===== src/rtl/mem_load_unit_pkg.sv =====
// mips_load_pkg: shared load types, register-file write codes, FSM states and request decode helpers
package mips_load_pkg;
   typedef enum logic [2:0] {LB, LBU, LH, LHU, LW, LWL, LWR, LT_ILL} load_type_t;
   typedef enum logic [1:0] {IDLE, READ, WB, ERR} state_t;
   localparam logic [1:0] REGW_NONE = 2'b00;
   localparam logic [1:0] REGW_LWL  = 2'b01;
   localparam logic [1:0] REGW_LWR  = 2'b10;
   localparam logic [1:0] REGW_FULL = 2'b11;
   function automatic logic is_illegal(load_type_t t, logic [1:0] a);
      return ((t == LH || t == LHU) && a[0]) || (t == LW && a != 2'b00) || t == LT_ILL;
   endfunction
   function automatic logic [3:0] byte_en(load_type_t t, logic [1:0] a);
      return (t == LB || t == LBU) ? 4'b0001 << a :
             (t == LH || t == LHU) ? (a[1] ? 4'b1100 : 4'b0011) : 4'b1111;
   endfunction
endpackage


===== src/rtl/mem_load_unit_if.sv =====
// mem_load_unit_if: Avalon-style read-only data bus between the load unit and memory
interface mem_load_unit_if #(parameter int ADDR_W = 32, parameter int DATA_W = 32);
   logic [ADDR_W-1:0]   avm_address;
   logic                avm_read;
   logic [DATA_W/8-1:0] avm_byteenable;
   logic                avm_waitrequest;
   logic [DATA_W-1:0]   avm_readdata;
   modport master (output avm_address, avm_read, avm_byteenable, input avm_waitrequest, avm_readdata);
   modport slave (input avm_address, avm_read, avm_byteenable, output avm_waitrequest, avm_readdata);
endinterface


===== src/rtl/mem_load_unit_extract.sv =====
// load_extract: lane select and sign/zero extension of a read word, plus the register-file write code
module load_extract
   import mips_load_pkg::*;
(
   input  load_type_t  load_type,
   input  logic [1:0]  lsb,
   input  logic [31:0] readdata,
   output logic [31:0] write_data,
   output logic [1:0]  reg_write
);
   logic [7:0]  byte_v;
   logic [15:0] half_v;
   always_comb begin
      byte_v = readdata[{lsb, 3'b000} +: 8];
      half_v = lsb[1] ? readdata[31:16] : readdata[15:0];
      write_data = load_type == LB  ? {{24{byte_v[7]}}, byte_v} :
                   load_type == LBU ? {24'd0, byte_v} :
                   load_type == LH  ? {{16{half_v[15]}}, half_v} :
                   load_type == LHU ? {16'd0, half_v} : readdata;
      reg_write  = load_type == LWL ? REGW_LWL : load_type == LWR ? REGW_LWR : REGW_FULL;
   end
endmodule


===== src/rtl/mem_load_unit.sv =====
// mem_load_unit: multi-cycle MIPS load stage, bus read then one-cycle register-file write-back
module mem_load_unit
   import mips_load_pkg::*;
#(
   parameter int ADDR_W = 32,
   parameter int DATA_W = 32
) (
   input  logic              clk,
   input  logic              reset,
   input  logic              start,
   input  logic [2:0]        load_type,
   input  logic [ADDR_W-1:0] addr,
   input  logic [4:0]        dest_reg,
   mem_load_unit_if.master   bus,
   output logic              busy,
   output logic              done,
   output logic              addr_error,
   output logic [1:0]        RegWrite,
   output logic [4:0]        WriteReg,
   output logic [DATA_W-1:0] WriteData,
   output logic [1:0]        data_address2LSB
);
   state_t            state, state_n;
   load_type_t        lt_q;
   logic [ADDR_W-1:0] addr_q;
   logic [4:0]        dst_q;
   logic [31:0]       wd_q, wd_n;
   logic [1:0]        rw_q, rw_n;
   logic              accept, handshake;
   load_extract ex (.load_type(lt_q), .lsb(addr_q[1:0]), .readdata(bus.avm_readdata), .write_data(wd_n), .reg_write(rw_n));
   always_ff @(posedge clk or posedge reset)
      if (reset) state <= IDLE;
      else state <= state_n;
   always_comb begin
      accept    = state == IDLE && start;
      handshake = state == READ && !bus.avm_waitrequest;
      state_n   = accept ? (is_illegal(load_type_t'(load_type), addr[1:0]) ? ERR : READ) :
                  state == READ ? (handshake ? WB : READ) : IDLE;
   end
   always_ff @(posedge clk or posedge reset)
      if (reset) begin
         lt_q   <= LB;
         addr_q <= '0;
         dst_q  <= '0;
         wd_q   <= '0;
         rw_q   <= REGW_NONE;
      end else begin
         if (accept) begin
            lt_q   <= load_type_t'(load_type);
            addr_q <= addr;
            dst_q  <= dest_reg;
         end
         if (handshake) begin
            wd_q <= wd_n;
            rw_q <= dst_q == 5'd0 ? REGW_NONE : rw_n;
         end
      end
   // Outputs decode straight from flops, so reset clears them without waiting for an edge
   assign bus.avm_read       = state == READ;
   assign bus.avm_address    = bus.avm_read ? {addr_q[ADDR_W-1:2], 2'b00} : '0;
   assign bus.avm_byteenable = bus.avm_read ? byte_en(lt_q, addr_q[1:0]) : 4'b0000;
   assign busy               = state != IDLE;
   assign done               = state == WB;
   assign addr_error         = state == ERR;
   assign RegWrite           = done ? rw_q : REGW_NONE;
   assign WriteReg           = done ? dst_q : 5'd0;
   assign WriteData          = done ? wd_q : '0;
   assign data_address2LSB   = done ? addr_q[1:0] : 2'b00;
endmodule

===== src/flat_wrapper.sv =====
// flat-port wrapper written by rule: the top's interface ports become plain ports
module mem_load_unit_flat import mips_load_pkg::*;
#(
   parameter int ADDR_W = 32,
   parameter int DATA_W = 32
)
  (clk, reset, start, load_type, addr, dest_reg, busy, done, addr_error, RegWrite, WriteReg, WriteData, data_address2LSB, bus_avm_address, bus_avm_read, bus_avm_byteenable, bus_avm_waitrequest, bus_avm_readdata);
  mem_load_unit_if #(.ADDR_W(ADDR_W), .DATA_W(DATA_W)) bus_i ();
  input  logic clk;
  input  logic reset;
  input  logic start;
  input  logic [2:0] load_type;
  input  logic [ADDR_W-1:0] addr;
  input  logic [4:0] dest_reg;
  output logic busy;
  output logic done;
  output logic addr_error;
  output logic [1:0] RegWrite;
  output logic [4:0] WriteReg;
  output logic [DATA_W-1:0] WriteData;
  output logic [1:0] data_address2LSB;
  output wire logic [$bits(bus_i.avm_address)-1:0] bus_avm_address;
  output wire logic [$bits(bus_i.avm_read)-1:0] bus_avm_read;
  output wire logic [$bits(bus_i.avm_byteenable)-1:0] bus_avm_byteenable;
  input wire logic [$bits(bus_i.avm_waitrequest)-1:0] bus_avm_waitrequest;
  input wire logic [$bits(bus_i.avm_readdata)-1:0] bus_avm_readdata;
  assign bus_avm_address = bus_i.avm_address;
  assign bus_avm_read = bus_i.avm_read;
  assign bus_avm_byteenable = bus_i.avm_byteenable;
  assign bus_i.avm_waitrequest = bus_avm_waitrequest;
  assign bus_i.avm_readdata = bus_avm_readdata;
  mem_load_unit #(.ADDR_W(ADDR_W), .DATA_W(DATA_W)) u_core (.clk(clk), .reset(reset), .start(start), .load_type(load_type), .addr(addr), .dest_reg(dest_reg), .bus(bus_i), .busy(busy), .done(done), .addr_error(addr_error), .RegWrite(RegWrite), .WriteReg(WriteReg), .WriteData(WriteData), .data_address2LSB(data_address2LSB));
endmodule

===== config.mk =====
export PLATFORM = sky130hd
export DESIGN_NAME = mem_load_unit_flat
export DESIGN_NICKNAME = d
export VERILOG_FILES = /design/src/rtl/mem_load_unit_pkg.sv /design/src/rtl/mem_load_unit_if.sv /design/src/rtl/mem_load_unit_extract.sv /design/src/rtl/mem_load_unit.sv /design/src/flat_wrapper.sv
export SDC_FILE = /design/constraint.sdc
export NUM_CORES = 1
export LEC_CHECK = 0
export CORE_UTILIZATION = 45
export CTS_CLUSTER_SIZE = 10
export DETAILED_ROUTE_END_ITERATION = 7
export GPL_ROUTABILITY_DRIVEN = 0
export PLACE_DENSITY = 0.82
export REMOVE_ABC_BUFFERS = 1
export SYNTH_ARGS = -nofsm -noshare
export SYNTH_HDL_FRONTEND = slang
export SYNTH_SLANG_ARGS = --single-unit

===== constraint.sdc =====
create_clock -name clk -period 2.66 [get_ports clk]
set_input_delay 0.532 -clock clk [delete_from_list [all_inputs] [get_ports clk]]
set_output_delay 0.532 -clock clk [all_outputs]
set_load 0.05 [all_outputs]

==> results.toml, run 1 <==
[grt]
antenna_found_initial = 0
grt_max_degree = 35
grt_overflow_total = 0
grt_pass1_wl_um = 19000
grtUsageTotal = 0.252
first_global_vias = 3865

[worst_setup_path]
crit_chain = "or2_2 -> clkdlybuf4s50_1"
cp.required_ns = 2.13
crit_type = "reg2out"
cp_max_fo = 5
critPathMaxStageDelay_ns = 0.74
crit_start = "u_core.state[1]"
crit_slowest_cell = "clkdlybuf4s50_1"
worstSetupStartpointType = "flop"
end_kind = "primary output"
r2r-start = "u_core.addr_q[1]"
critPathArrivalTime_ns = 1.85

[logic_synthesis]
ys_warn_count = 0
yosysUniqueCellTypes = 40
yosysTopAreaCell = "dfrtp_1"
yosysTopAreaCellShare = 0.459
syn_area_mm2 = 0.00415
synth-seq-cells = 76
synth_area_per_cell_um2 = 10.3
synthesis.instances = 402
ys_seq_area_frac = 0.459
synth.area.top_cells = "dfrtp_1 46%, and2_1 11%, mux2_2 10%, nor2_1 3.9%, mux4_2 2.7%"

[detailed_routing]
drtIter0Drc = 211
viasPerCell = 5.48
drc_errors = 11
wirelength_um = 11500
dr.pass1.iters = 7
via_count = 3636
wire_per_inst_um = 17.3
drtAntennaViolNets = 0

[final_layout]
register_area_mm2 = 0.00190
drive_above_1_share = 0.282
multi_input_area_mm2 = 0.00204
area_growth_pct = 63.0
fillers = 568
antenna_cells = 0
final_nets = 628

[outcome]
outcome = "complete, but fails checks"
violations = "design-rule violations"

[flow_run]
cap_violations = 0

[placement]
place_hpwl_um = 8690
numPortBuffers = 154

[sta]
finalSetupTns_ns = 0
period_minus_slack_ns = 2.39
max_freq_ghz = 0.419
slew_headroom = 0.615
rsz0062_at_grt = "no"
setup_violations = 0
fin_crit_sh = 0.897
fin_worst_skew_ns = 0.00716
hold_viol = 0
tightest_slew_ns = 0.576
slew_violations = 0

[min_path]
worstHoldStart = "u_core.wd_q[2]"
hold_class = "reg2reg"

[clock_network]
clk_latency_ns = 0.34
cts_setup_buffers = 0
cts_sinks = 76
cts_root_buffer = "clkbuf_8"
cts_tree = "built"
clk_path_buf_depth = 2
hold_buffers = 0
cts_resized = 0
htree_levels = 3
numCtsBuffers = 9
clk_pin_slew_ns = 0.08

[die]
die_h_um = 98.0
ios = 157
die_w_um = 98.0
start_util = 0.471
row_count = 34
dieArea_mm2 = 0.00960
design.core.area_mm2 = 0.00881

[power_and_ir_drop]
ir_worst_vdd_uv = 828
leakage_nw = 2.82
powerDensity_mw_per_mm2 = 1220
p_total_mw = 8.27
cell families (layout without fill, tap and decap cells):
logic type / Yosys count / count (layout) / share of synthesized area
other cells: 1 / 2 / 0.000905
simple gates: 139 / 139 / 0.180
flops: 76 / 76 / 0.459
mux: 46 / 46 / 0.147
buf+inv: 38 / 191 / 0.0501
compound gates: 102 / 102 / 0.164
flip-flops by register name, indices dropped and copies added, names as in the netlist:
register,flops
u_core.addr_q,32
u_core.wd_q,32
u_core.dst_q,5
u_core.lt_q,3
u_core.rw_q,2
u_core.state,2
Yosys cell counts (all sizes together):
master and count:
nor2 44, a221o 2, a2111oi 6, a21boi 1, or3b 1, a21o 8
clkinv 2, or2 2, o21a 15, clkbuf 15, a22o 6, o22ai 9
a22oi 9, and2b 1, o31ai 1, nand2b 5, and2 72, or4 1
nor3 1, conb 1, o21ai 26, mux2 39, o21bai 1, dfrtp 76
a211oi 1, inv 5, nor2b 3, mux4 7, buf 16, nand2 9
a21oi 17
cells in the final DEF, fill, tap and decap left out, types with 2 or more instances in the layout:
master           Yosys  layout
clkinv_2             0       2
o21ai_0             21      21
o22ai_1              9       9
a21oi_1             16      16
a22o_1               6       6
o21ai_1              5       5
clkinv_1             2       2
o21a_1              15      15
clkbuf_8             1      11
nand2b_1             5       5
conb_1               1       2
bufinv_16            0       2
dfrtp_1             76      76
clkdlybuf4s50_1      0      77
nand2_1              9       9
a21o_1               8       8
a221o_1              2       2
buf_12               0      77
mux4_2               5       5
a2111oi_0            6       6
a22oi_1              9       9
nor2b_1              3       3
or2_2                2       2
and2_1              72      72
buf_4                7      15
mux4_1               2       2
mux2_2              38      38
nor2_1              43      43
inv_1                5       4
final cells by class:
class | count | share of cell area
timing repair buffer | 169 | 0.359
multi-input combinational | 289 | 0.303
sequential | 76 | 0.281
clock buffer | 11 | 0.0224
tap | 108 | 0.0200
clock inverter | 4 | 0.0107
inverter | 7 | 0.00407
through the flow:
step | util | instance area, um2 | std cells | hold slack [ns] | setup slack [ns]
final | 0.767 | 6760 | 664 | 0.474 | 0.275
after global routing | 0.767 | 6760 | 664 | 0.497 | 0.203
after CTS | 0.767 | 6760 | 664 | 0.475 | 0.271
after detailed placement | 0.742 | 6530 | 649 | 0.458 | 0.189
after global placement | 0.742 | 6530 | 649 | 0.454 | 0.268
after floorplan | - | 3970 | 372 | 0.441 | 0.178
worst paths after layout:
| kind | endpoint | slack, ns | cells past startpoint |
|---|---|---|---|
| max | busy | 0.27 | 2 |
| min | u_core.wd_q[2] | 0.47 | 1 |
| max reg2reg | u_core.wd_q[3] | 0.75 | 5 |
| min reg2reg | u_core.wd_q[2] | 0.47 | 1 |
| max in group asynchronous | u_core.wd_q[2] | 1.53 | 3 |
| min in group asynchronous | u_core.addr_q[27] | 0.52 | 2 |
power by group:
part,switching (mW),total (mW),internal (mW)
sequential,0.365,2.10,1.74
clock,0.428,1.00,0.573
combinational,2.74,5.17,2.43
total,3.53,8.27,4.74
per-layer routing:
| metal | vias up | part of all wire | GRT usage |
|---|---|---|---|
| li1 | 1692 | - | - |
| met1 | 1721 | 0.37 | 0.287 |
| met2 | 206 | 0.50 | 0.434 |
| met3 | 17 | 0.12 | 0.0909 |
| met4 | 0 | 0.015 | 0.0909 |
| met5 | - | 0 | 0 |
worst max-delay path, delay by kind of cell, from the launching register on:
| family | cells | cell delay [ns] |
|---|---|---|
| flops | 1 | 0.41 |
| simple gates | 1 | 0.35 |
| buf+inv | 1 | 0.74 |
No activity file was read; power rests on OpenSTA's default activity.
==> run 2: changes to the inputs <==
- CORE_UTILIZATION: 45 -> 30
- PLACE_DENSITY: 0.82 -> default
==> results.toml, run 2 (synthesized netlist as in run 1, its figures left out) <==
[outcome]
outcome = "complete, no violations"

[final_layout]
antenna_cells = 0
largestRegisters = "u_core.addr_q: 32 flops, u_core.wd_q: 32 flops, u_core.dst_q: 5 flops"
drive_above_1_share = 0.282
stdcell_area_mm2 = 0.00694
area_growth_pct = 67.3
layout_common_cells = "78 x buf_12, 77 x clkdlybuf4s50_1, 76 x dfrtp_1"
register_area_mm2 = 0.00190
final_nets = 628
multi_input_area_mm2 = 0.00204
fillers = 1218
final_common_cell = "buf_12"

[grt]
grt_pass1_wl_um = 20800
grt_max_degree = 77
grtUsageTotal = 0.188
antenna_found_initial = 0
grt_overflow_total = 0
first_global_vias = 3815

[sta]
whs_ns = 0.471
slew_headroom = 0.611
period_minus_slack_ns = 2.42
rsz0062_at_grt = "no"
tightest_slew_ns = 0.568
fin_crit_sh = 0.908
fin_worst_skew_ns = 0.00447
slew_violations = 0
setup_violations = 0
finalSetupTns_ns = 0
hold_viol = 0
max_freq_ghz = 0.414

[worst_setup_path]
cp.required_ns = 2.13
cp_max_fo = 32
worst-r2r-setup-slack_ns = 0.76
crit_type = "reg2out"
reg2reg_to = "u_core.wd_q[3]"
r2r-start = "u_core.lt_q[1]"
worstSetupStartpointType = "flop"
reg2regPathDepth = 5
end_kind = "primary output"
critPathArrivalTime_ns = 1.88

[placement]
numPortBuffers = 154
place_hpwl_um = 9430
place_area_mm2 = 0.00663

[clock_network]
numCtsBuffers = 9
cts_setup_buffers = 0
htree_levels = 3
clk_pin_slew_ns = 0.06
cts_resized = 0
clk_path_buf_depth = 2
clk_latency_ns = 0.33
hold_buffers = 0
cts_root_buffer = "clkbuf_16"
cts_sinks = 76
cts_tree = "built"

[detailed_routing]
dr.pass1.iters = 5
drtIter0Drc = 206
viasPerCell = 4.98
drtAntennaViolNets = 0
via_count = 3649
wirelength_um = 12700
drc_errors = 0
wire_per_inst_um = 17.3

[die]
dieArea_mm2 = 0.0143
die_w_um = 120
row_count = 42
start_util = 0.311
ios = 157
design.core.area_mm2 = 0.0133
die_h_um = 120

[min_path]
worstHoldStart = "u_core.wd_q[1]"
holdPathEnd = "u_core.wd_q[1]"
hold_class = "reg2reg"
hold_depth = 1

[power_and_ir_drop]
p_total_mw = 8.58
leakage_nw = 2.86
powerDensity_mw_per_mm2 = 1240
ir_worst_vdd_uv = 646

[flow_run]
cap_violations = 0
run 2: changes by cell type in the layout (fill, tap and decap cells not counted), sizes merged:
cell    delta
clkinv     +1
bufinv     -1
clkbuf     +1
run 2: power by group:
| group | switching [mW] | internal (mW) | total (mW) |
|---|---|---|---|
| combinational | 2.77 | 2.45 | 5.22 |
| clock | 0.473 | 0.775 | 1.25 |
| sequential | 0.366 | 1.74 | 2.11 |
run 2: area by class of cell:
type	instances	share of cell area
repair buffers	169	0.351
multi-input cells	289	0.295
flip-flops and latches	76	0.274
clock buffers	12	0.0370
well taps	176	0.0318
clock inverters	4	0.00686
inverters	7	0.00397
run 2: how the worst max path moves through the flow:
stage,startpoint,to,depth (start not counted)
after detailed placement,bus_avm_waitrequest,u_core.wd_q[17],6
after global placement,bus_avm_waitrequest,u_core.wd_q[29],6
after CTS,u_core.state[1],bus_avm_address[29],5
after floorplan,u_core.state[1],u_core.addr_q[0],3
final,u_core.state[1],bus_avm_address[29],5
after global routing,u_core.state[1],bus_avm_address[29],5
run 2: per-layer routing:
metal | routed length (um) | global-route usage
met1 | 5060 | 0.233
met2 | 5780 | 0.289
met3 | 1630 | 0.0870
met4 | 196 | 0.0602
met5 | 0 | 0
run 2: through the flow:
step	worst slack, ns	cells	util
floorplan	0.178	372	-
global placement	0.358	717	0.497
detailed placement	0.292	717	0.497
CTS	0.200	733	0.520
global route	0.0923	733	0.520
finish	0.245	733	0.520
run 2: critical path: stages, from the launching register on:
cell,delay [ns]
dfrtp_1,0.41
nand2b_1,0.29
inv_1,0.12
buf_4,0.30
and2_1,0.27
buf_12,0.16
